$ cat config.mk
export PLATFORM = sky130hd
export DESIGN_NAME = ps2_scan_rx_flat
export DESIGN_NICKNAME = d
export VERILOG_FILES = /design/src/rtl/ps2_scan_rx_pkg.sv /design/src/rtl/ps2_scan_rx_if.sv /design/src/rtl/ps2_sync_edge.sv /design/src/rtl/ps2_scan_rx.sv /design/src/flat_wrapper.sv
export SDC_FILE = /design/constraint.sdc
export NUM_CORES = 1
export LEC_CHECK = 0
export BUFFER_PORTS_ARGS = -buffer_cell sky130_fd_sc_hd__buf_2
export CAP_MARGIN = 20
export CELL_PAD_IN_SITES_DETAIL_PLACEMENT = 1
export CELL_PAD_IN_SITES_GLOBAL_PLACEMENT = 1
export CORE_ASPECT_RATIO = 0.5
export CORE_MARGIN = 1
export CORE_UTILIZATION = 50
export DETAILED_ROUTE_END_ITERATION = 8
export GPL_TIMING_DRIVEN = 1
export PLACE_DENSITY_LB_ADDON = 0.15
export SETUP_SLACK_MARGIN = 0.3
export SLEW_MARGIN = 10
export SYNTH_ARGS = -nofsm -noshare
export SYNTH_HDL_FRONTEND = slang
export SYNTH_HIERARCHICAL = 1
export SYNTH_SLANG_ARGS = --single-unit
$ cat constraint.sdc
create_clock -name CLOCK_50 -period 5.1 [get_ports CLOCK_50]
set_input_delay 1.275 -clock CLOCK_50 [delete_from_list [all_inputs] [get_ports CLOCK_50]]
set_output_delay 1.275 -clock CLOCK_50 [all_outputs]
set_load 0.01 [all_outputs]
$ cat src/rtl/ps2_scan_rx_pkg.sv
// ps2_pkg: shared types and constants for the PS/2 scan-code receiver.
//   ps2_state_t     - frame deserialiser states
//   PS2_PREFIX_EXT  - extended-key prefix byte
//   PS2_PREFIX_BRK  - break (release) prefix byte
package ps2_pkg;

  typedef enum logic [1:0] {
    IDLE   = 2'd0,
    DATA   = 2'd1,
    PARITY = 2'd2,
    STOP   = 2'd3
  } ps2_state_t;

  localparam logic [7:0] PS2_PREFIX_EXT = 8'hE0;
  localparam logic [7:0] PS2_PREFIX_BRK = 8'hF0;

endpackage

$ cat src/rtl/ps2_scan_rx_if.sv
// ps2_scan_rx_if: key-event bundle from the PS/2 receiver to its consumer.
//   scan_code  - last decoded scan code (prefix bytes excluded)
//   key_action - 1 = make, 0 = break
//   extended   - scan code was preceded by 0xE0
//   code_valid - one-cycle strobe, the three fields above are new
//   frame_err  - one-cycle strobe, a frame was discarded
// modport master drives the bundle, slave observes it.
interface ps2_scan_rx_if;
  logic [7:0] scan_code;
  logic       key_action;
  logic       extended;
  logic       code_valid;
  logic       frame_err;

  modport master (output scan_code, key_action, extended, code_valid, frame_err);
  modport slave  (input  scan_code, key_action, extended, code_valid, frame_err);
endinterface

$ cat src/rtl/ps2_sync_edge.sv
// ps2_sync_edge: 2-FF synchronisers on both PS/2 pins plus a falling-edge
// detector on the synchronised clock.
//   clk, rst         - system clock, async active-high reset
//   ps2_clk, ps2_dat - raw pins, asynchronous to clk
//   dat_s            - synchronised data pin
//   fe               - one-cycle strobe on a falling edge of ps2_clk
module ps2_sync_edge (
  input  logic clk,
  input  logic rst,
  input  logic ps2_clk,
  input  logic ps2_dat,
  output logic dat_s,
  output logic fe
);
  logic [1:0] clk_sync;
  logic [1:0] dat_sync;
  logic       clk_q;

  // Reset to the idle-high pin level so leaving reset never fakes an edge.
  always_ff @(posedge clk or posedge rst) begin
    if (rst) begin
      clk_sync <= 2'b11;
      dat_sync <= 2'b11;
      clk_q    <= 1'b1;
    end else begin
      clk_sync <= {clk_sync[0], ps2_clk};
      dat_sync <= {dat_sync[0], ps2_dat};
      clk_q    <= clk_sync[1];
    end
  end

  assign fe    = clk_q & ~clk_sync[1];
  assign dat_s = dat_sync[1];
endmodule

$ cat src/rtl/ps2_scan_rx.sv
// ps2_scan_rx: PS/2 device-to-host frame receiver with E0/F0 prefix decode.
//   CLOCK_50         - system clock
//   reset            - async active-high reset
//   ps2_clk, ps2_dat - raw PS/2 pins
//   evt              - key-event bundle (scan_code, key_action, extended,
//                      code_valid, frame_err)
// Build option: define PS2_PARITY_CHECK_EN to reject frames whose parity
// is not odd over data+parity; otherwise only the stop bit is judged.
module ps2_scan_rx
  import ps2_pkg::*;
#(
  parameter int TIMEOUT_CYC = 50000
) (
  input  logic          CLOCK_50,
  input  logic          reset,
  input  logic          ps2_clk,
  input  logic          ps2_dat,
  ps2_scan_rx_if.master evt
);
  localparam int WD_W = (TIMEOUT_CYC > 1) ? $clog2(TIMEOUT_CYC) : 1;

  logic dat_s, fe;

  ps2_sync_edge u_sync (
    .clk     (CLOCK_50),
    .rst     (reset),
    .ps2_clk (ps2_clk),
    .ps2_dat (ps2_dat),
    .dat_s   (dat_s),
    .fe      (fe)
  );

  ps2_state_t      state, state_n;
  logic [2:0]      bit_cnt, bit_cnt_n;
  logic [7:0]      sh, sh_n;
  logic            par, par_n;
  logic            ext_pend, ext_pend_n, brk_pend, brk_pend_n;
  logic [WD_W-1:0] wd, wd_n;
  logic [7:0]      code_q, code_n;
  logic            act_q, act_n, ext_q, ext_n, cv_q, cv_n, err_q, err_n;
  logic            timeout, good;

  always_ff @(posedge CLOCK_50 or posedge reset) begin
    if (reset) begin
      state    <= IDLE;
      bit_cnt  <= '0;
      sh       <= '0;
      par      <= 1'b0;
      ext_pend <= 1'b0;
      brk_pend <= 1'b0;
      wd       <= '0;
      code_q   <= '0;
      act_q    <= 1'b0;
      ext_q    <= 1'b0;
      cv_q     <= 1'b0;
      err_q    <= 1'b0;
    end else begin
      state    <= state_n;
      bit_cnt  <= bit_cnt_n;
      sh       <= sh_n;
      par      <= par_n;
      ext_pend <= ext_pend_n;
      brk_pend <= brk_pend_n;
      wd       <= wd_n;
      code_q   <= code_n;
      act_q    <= act_n;
      ext_q    <= ext_n;
      cv_q     <= cv_n;
      err_q    <= err_n;
    end
  end

  always_comb begin
    state_n    = state;
    bit_cnt_n  = bit_cnt;
    sh_n       = sh;
    par_n      = par;
    ext_pend_n = ext_pend;
    brk_pend_n = brk_pend;
    code_n     = code_q;
    act_n      = act_q;
    ext_n      = ext_q;
    cv_n       = 1'b0;
    err_n      = 1'b0;
    good       = 1'b0;
    wd_n       = (state == IDLE || fe) ? '0 : wd + 1'b1;
    timeout    = (state != IDLE) && (wd == WD_W'(TIMEOUT_CYC - 1));

    // Timeout takes priority over a coincident edge.
    if (timeout) begin
      state_n    = IDLE;
      wd_n       = '0;
      err_n      = 1'b1;
      ext_pend_n = 1'b0;
      brk_pend_n = 1'b0;
    end else if (fe) begin
      unique case (state)
        IDLE: if (!dat_s) begin
          state_n   = DATA;
          bit_cnt_n = '0;
        end
        DATA: begin
          sh_n      = {dat_s, sh[7:1]};
          bit_cnt_n = bit_cnt + 3'd1;
          if (bit_cnt == 3'd7) state_n = PARITY;
        end
        PARITY: begin
          par_n   = dat_s;
          state_n = STOP;
        end
        STOP: begin
          state_n = IDLE;
`ifdef PS2_PARITY_CHECK_EN
          good = dat_s && (^{sh, par});
`else
          good = dat_s;
`endif
          if (!good) begin
            err_n      = 1'b1;
            ext_pend_n = 1'b0;
            brk_pend_n = 1'b0;
          end else if (sh == PS2_PREFIX_EXT) begin
            ext_pend_n = 1'b1;
          end else if (sh == PS2_PREFIX_BRK) begin
            brk_pend_n = 1'b1;
          end else begin
            code_n     = sh;
            act_n      = !brk_pend;
            ext_n      = ext_pend;
            cv_n       = 1'b1;
            ext_pend_n = 1'b0;
            brk_pend_n = 1'b0;
          end
        end
        default: state_n = IDLE;
      endcase
    end
  end

  assign evt.scan_code  = code_q;
  assign evt.key_action = act_q;
  assign evt.extended   = ext_q;
  assign evt.code_valid = cv_q;
  assign evt.frame_err  = err_q;
endmodule

$ cat src/flat_wrapper.sv
// flat-port wrapper written by rule: the top's interface ports become plain ports
module ps2_scan_rx_flat import ps2_pkg::*;
#(
  parameter int TIMEOUT_CYC = 50000
)
  (CLOCK_50, reset, ps2_clk, ps2_dat, evt_scan_code, evt_key_action, evt_extended, evt_code_valid, evt_frame_err);
  ps2_scan_rx_if evt_i ();
  input  logic CLOCK_50;
  input  logic reset;
  input  logic ps2_clk;
  input  logic ps2_dat;
  output wire logic [$bits(evt_i.scan_code)-1:0] evt_scan_code;
  output wire logic [$bits(evt_i.key_action)-1:0] evt_key_action;
  output wire logic [$bits(evt_i.extended)-1:0] evt_extended;
  output wire logic [$bits(evt_i.code_valid)-1:0] evt_code_valid;
  output wire logic [$bits(evt_i.frame_err)-1:0] evt_frame_err;
  assign evt_scan_code = evt_i.scan_code;
  assign evt_key_action = evt_i.key_action;
  assign evt_extended = evt_i.extended;
  assign evt_code_valid = evt_i.code_valid;
  assign evt_frame_err = evt_i.frame_err;
  ps2_scan_rx #(.TIMEOUT_CYC(TIMEOUT_CYC)) u_core (.CLOCK_50(CLOCK_50), .reset(reset), .ps2_clk(ps2_clk), .ps2_dat(ps2_dat), .evt(evt_i));
endmodule
==> reports/qor.csv <==
metric,value,unit
layout_common_cells,"dfrtp_1, nor2_1, mux2_2",
hold_path_class,flip-flop to flip-flop,
antenna_found_initial,0,
grt_pass1_wl,7900,um
routed_wl,4580,um
yosysWarningCount,6,
cts_hold_buf,0,
vdd_ir_drop_max,0.000271,V
maxCapViolations,0,
fill_cells,444,
post_cts_buffers,0,
crit_path_top_delay_cell,o21ai_1,
worst_clock_skew,0.0114,ns
p_seq_frac,0.519,
ys_ff_latch,48,
final_cells,253,
start_kind,flip-flop,
pin_count,16,
maxSlewViolCount,0,
powerDensity,445,nW/um^2
die_area,4580,sq um
cts_max_path_buffers,2,
crit_arrival,2.69,ns
min_from,u_core/u_sync/dat_sync[0],
r2r_slack,2.55,ns
fp-row-count,16,
postRouteAntennaNets,0,
clkPwrFrac,0.227,
seq_area_frac_synth,0.562,
path_class,flip-flop to flip-flop,
fp.coreArea,4000,sq um
critPathRequiredTime,5.24,ns
sw_frac_of_total,0.331,
ys_types,44,
drt_iter0_drc,39,
layout.nets,209,
pwr-share-comb,0.254,
initial_core_util,0.536,
endpoint_kind,flip-flop,
maxSlewHeadroom,0.292,
antenna_cells,0,
wl_per_cell,18.1,um
finalSetupViolCount,0,
synth_cells,179,
leakagePower,1.10,nW
cts_num_sinks,48,
status,"finished, final reports clean",
synth_area,2150,sq um
rr_startpoint,u_core/wd[5],
dp.cells,245,
fin_crit_sh,0.500,
worstMarginPinSlew,1.05,ns
mostFrequentLayoutCell,dfrtp_1,
drive_gt1_frac,0.271,
syn2layout_area_growth,10.6,%
path_cells,or4_1 -> or2_0 -> o21ai_1 -> nor2_1,
cp_slowest_stage_delay,0.88,ns
setup_tns,0,ns
syn_avg_cell_area,12.0,sq um
max_freq,392,MHz
crit_start,u_core/wd[5],
track_usage,0.230,
vias,1475,
internal_power,0.707,mW
clock_latency,0.30,ns
clkTransAtPathRegs,0.09,ns
rsz0062_at_grt,no,
die_h,48.3,um
grt_pass1_vias,1587,
cts_made_buffers,5,
synthArstFlopShare,1.00,
via_per_inst,5.83,
cts_resized,0,
gp_congestion,0.862,
ys.flop_type,dfrtp_1,
period_minus_slack,2.55,ns
clockRootBuffer,clkbuf_8,
cts-htree-levels,2,
path_max_fanout,15,
grt_max_degree,44,
p_switching,0.350,mW
die_w,94.7,um
synth_edf_count,0,
drt_drc_violations_left,0,
cts_tree,yes,
syn_nets,190,
grt_overflow_total,0,
firstDrtPassIters,4,
dp_hpwl,3170,um
io_buffer_count,15,
hold_viol,0,
## worst max-delay path, delay by kind of cell, from the launching register on
family,cells,cell delay [ns]
AND/OR/NAND/NOR,3,1.06
AO/OA/AOI/OAI,1,0.88
flip-flops,1,0.45
## registers in the layout, summed over array words and instances, names as in the netlist, 2 cells and up
signal / flops
u_core/u_sync/dat_sync: 2
u_core/wd: 16
u_core/bit_cnt: 3
u_core/state: 2
u_core/evt.scan_code: 8
u_core/u_sync/clk_sync: 2
u_core/sh: 8
## final timing paths
path / depth (start not counted) / end
max reg2reg: 4 / u_core/wd[3]
max: 4 / u_core/wd[3]
max in group asynchronous: 3 / u_core/wd[7]
min reg2reg: 0 / u_core/u_sync/dat_sync[1]
min: 0 / u_core/u_sync/dat_sync[1]
min in group asynchronous: 2 / u_core/u_sync/clk_sync[1]
## layout make-up
cell class                 count  area [sq um]  area share
tap                           54          67.6      0.0285
clock inverter                 2          15.0     0.00632
timing repair buffer          16          82.6      0.0348
sequential                    48          1210       0.508
clock buffer                   6          82.6      0.0348
multi-input combinational    119           890       0.375
inverter                       8          30.0      0.0126
## through the flow
stage / worst slack, ns / utilization / instance area [sq um] / hold slack, ns / power, mW
floorplan: 2.82 / - / 2150 / 0.345 / 0.718
global placement: 2.66 / 0.569 / 2280 / 0.345 / 0.790
detailed placement: 2.60 / 0.569 / 2280 / 0.349 / 0.818
CTS: 2.56 / 0.593 / 2370 / 0.363 / 1.07
global route: 2.38 / 0.593 / 2370 / 0.364 / 1.12
finish: 2.55 / 0.593 / 2370 / 0.361 / 1.06
## power groups by stage
stage                     combinational, mW  sequential [mW]  clock, mW
after floorplan                       0.174            0.544          0
after global placement                0.247            0.543          0
after detailed placement              0.265            0.553          0
after CTS                             0.270            0.549      0.250
after global routing                  0.298            0.562      0.260
final                                 0.268            0.548      0.240
## layer usage
layer / routed length [um] / vias to the layer above / track usage
li1: - / 671 / -
met1: 2130 / 757 / 0.304
met2: 2250 / 36 / 0.380
met3: 153 / 11 / 0.0613
met4: 46 / 0 / 0.0530
met5: 0 / - / 0
## cells by family after synthesis
logic type               synth area share
AND/OR/NAND/NOR                     0.166
flip-flops                          0.562
multiplexers                       0.0938
AO/OA/AOI/OAI                      0.0606
XOR/XNOR                           0.0530
buffers and inverters              0.0233
adder cells (fa/ha/maj)            0.0408
## cell usage after synthesis, drive strengths merged (2+ instances only)
cell type,number,area (sq um)
nor4b,2,17.5
inv,8,30.0
clkbuf,2,7.51
nand4,7,43.8
nor2,21,78.8
dfrtp,43,1080
nor3,6,30.0
nand2,6,22.5
a32o,2,20.0
xor2,4,35.0
nor4,5,31.3
mux2,17,191
dfstp,5,131
or4,2,18.8
ha,7,87.6
nand3,4,20.0
o21ai,4,20.0
nor2b,2,20.0
or2,3,18.8
xnor2,9,78.8
buf,2,12.5
Note: power is estimated with default switching activity, not from simulation.
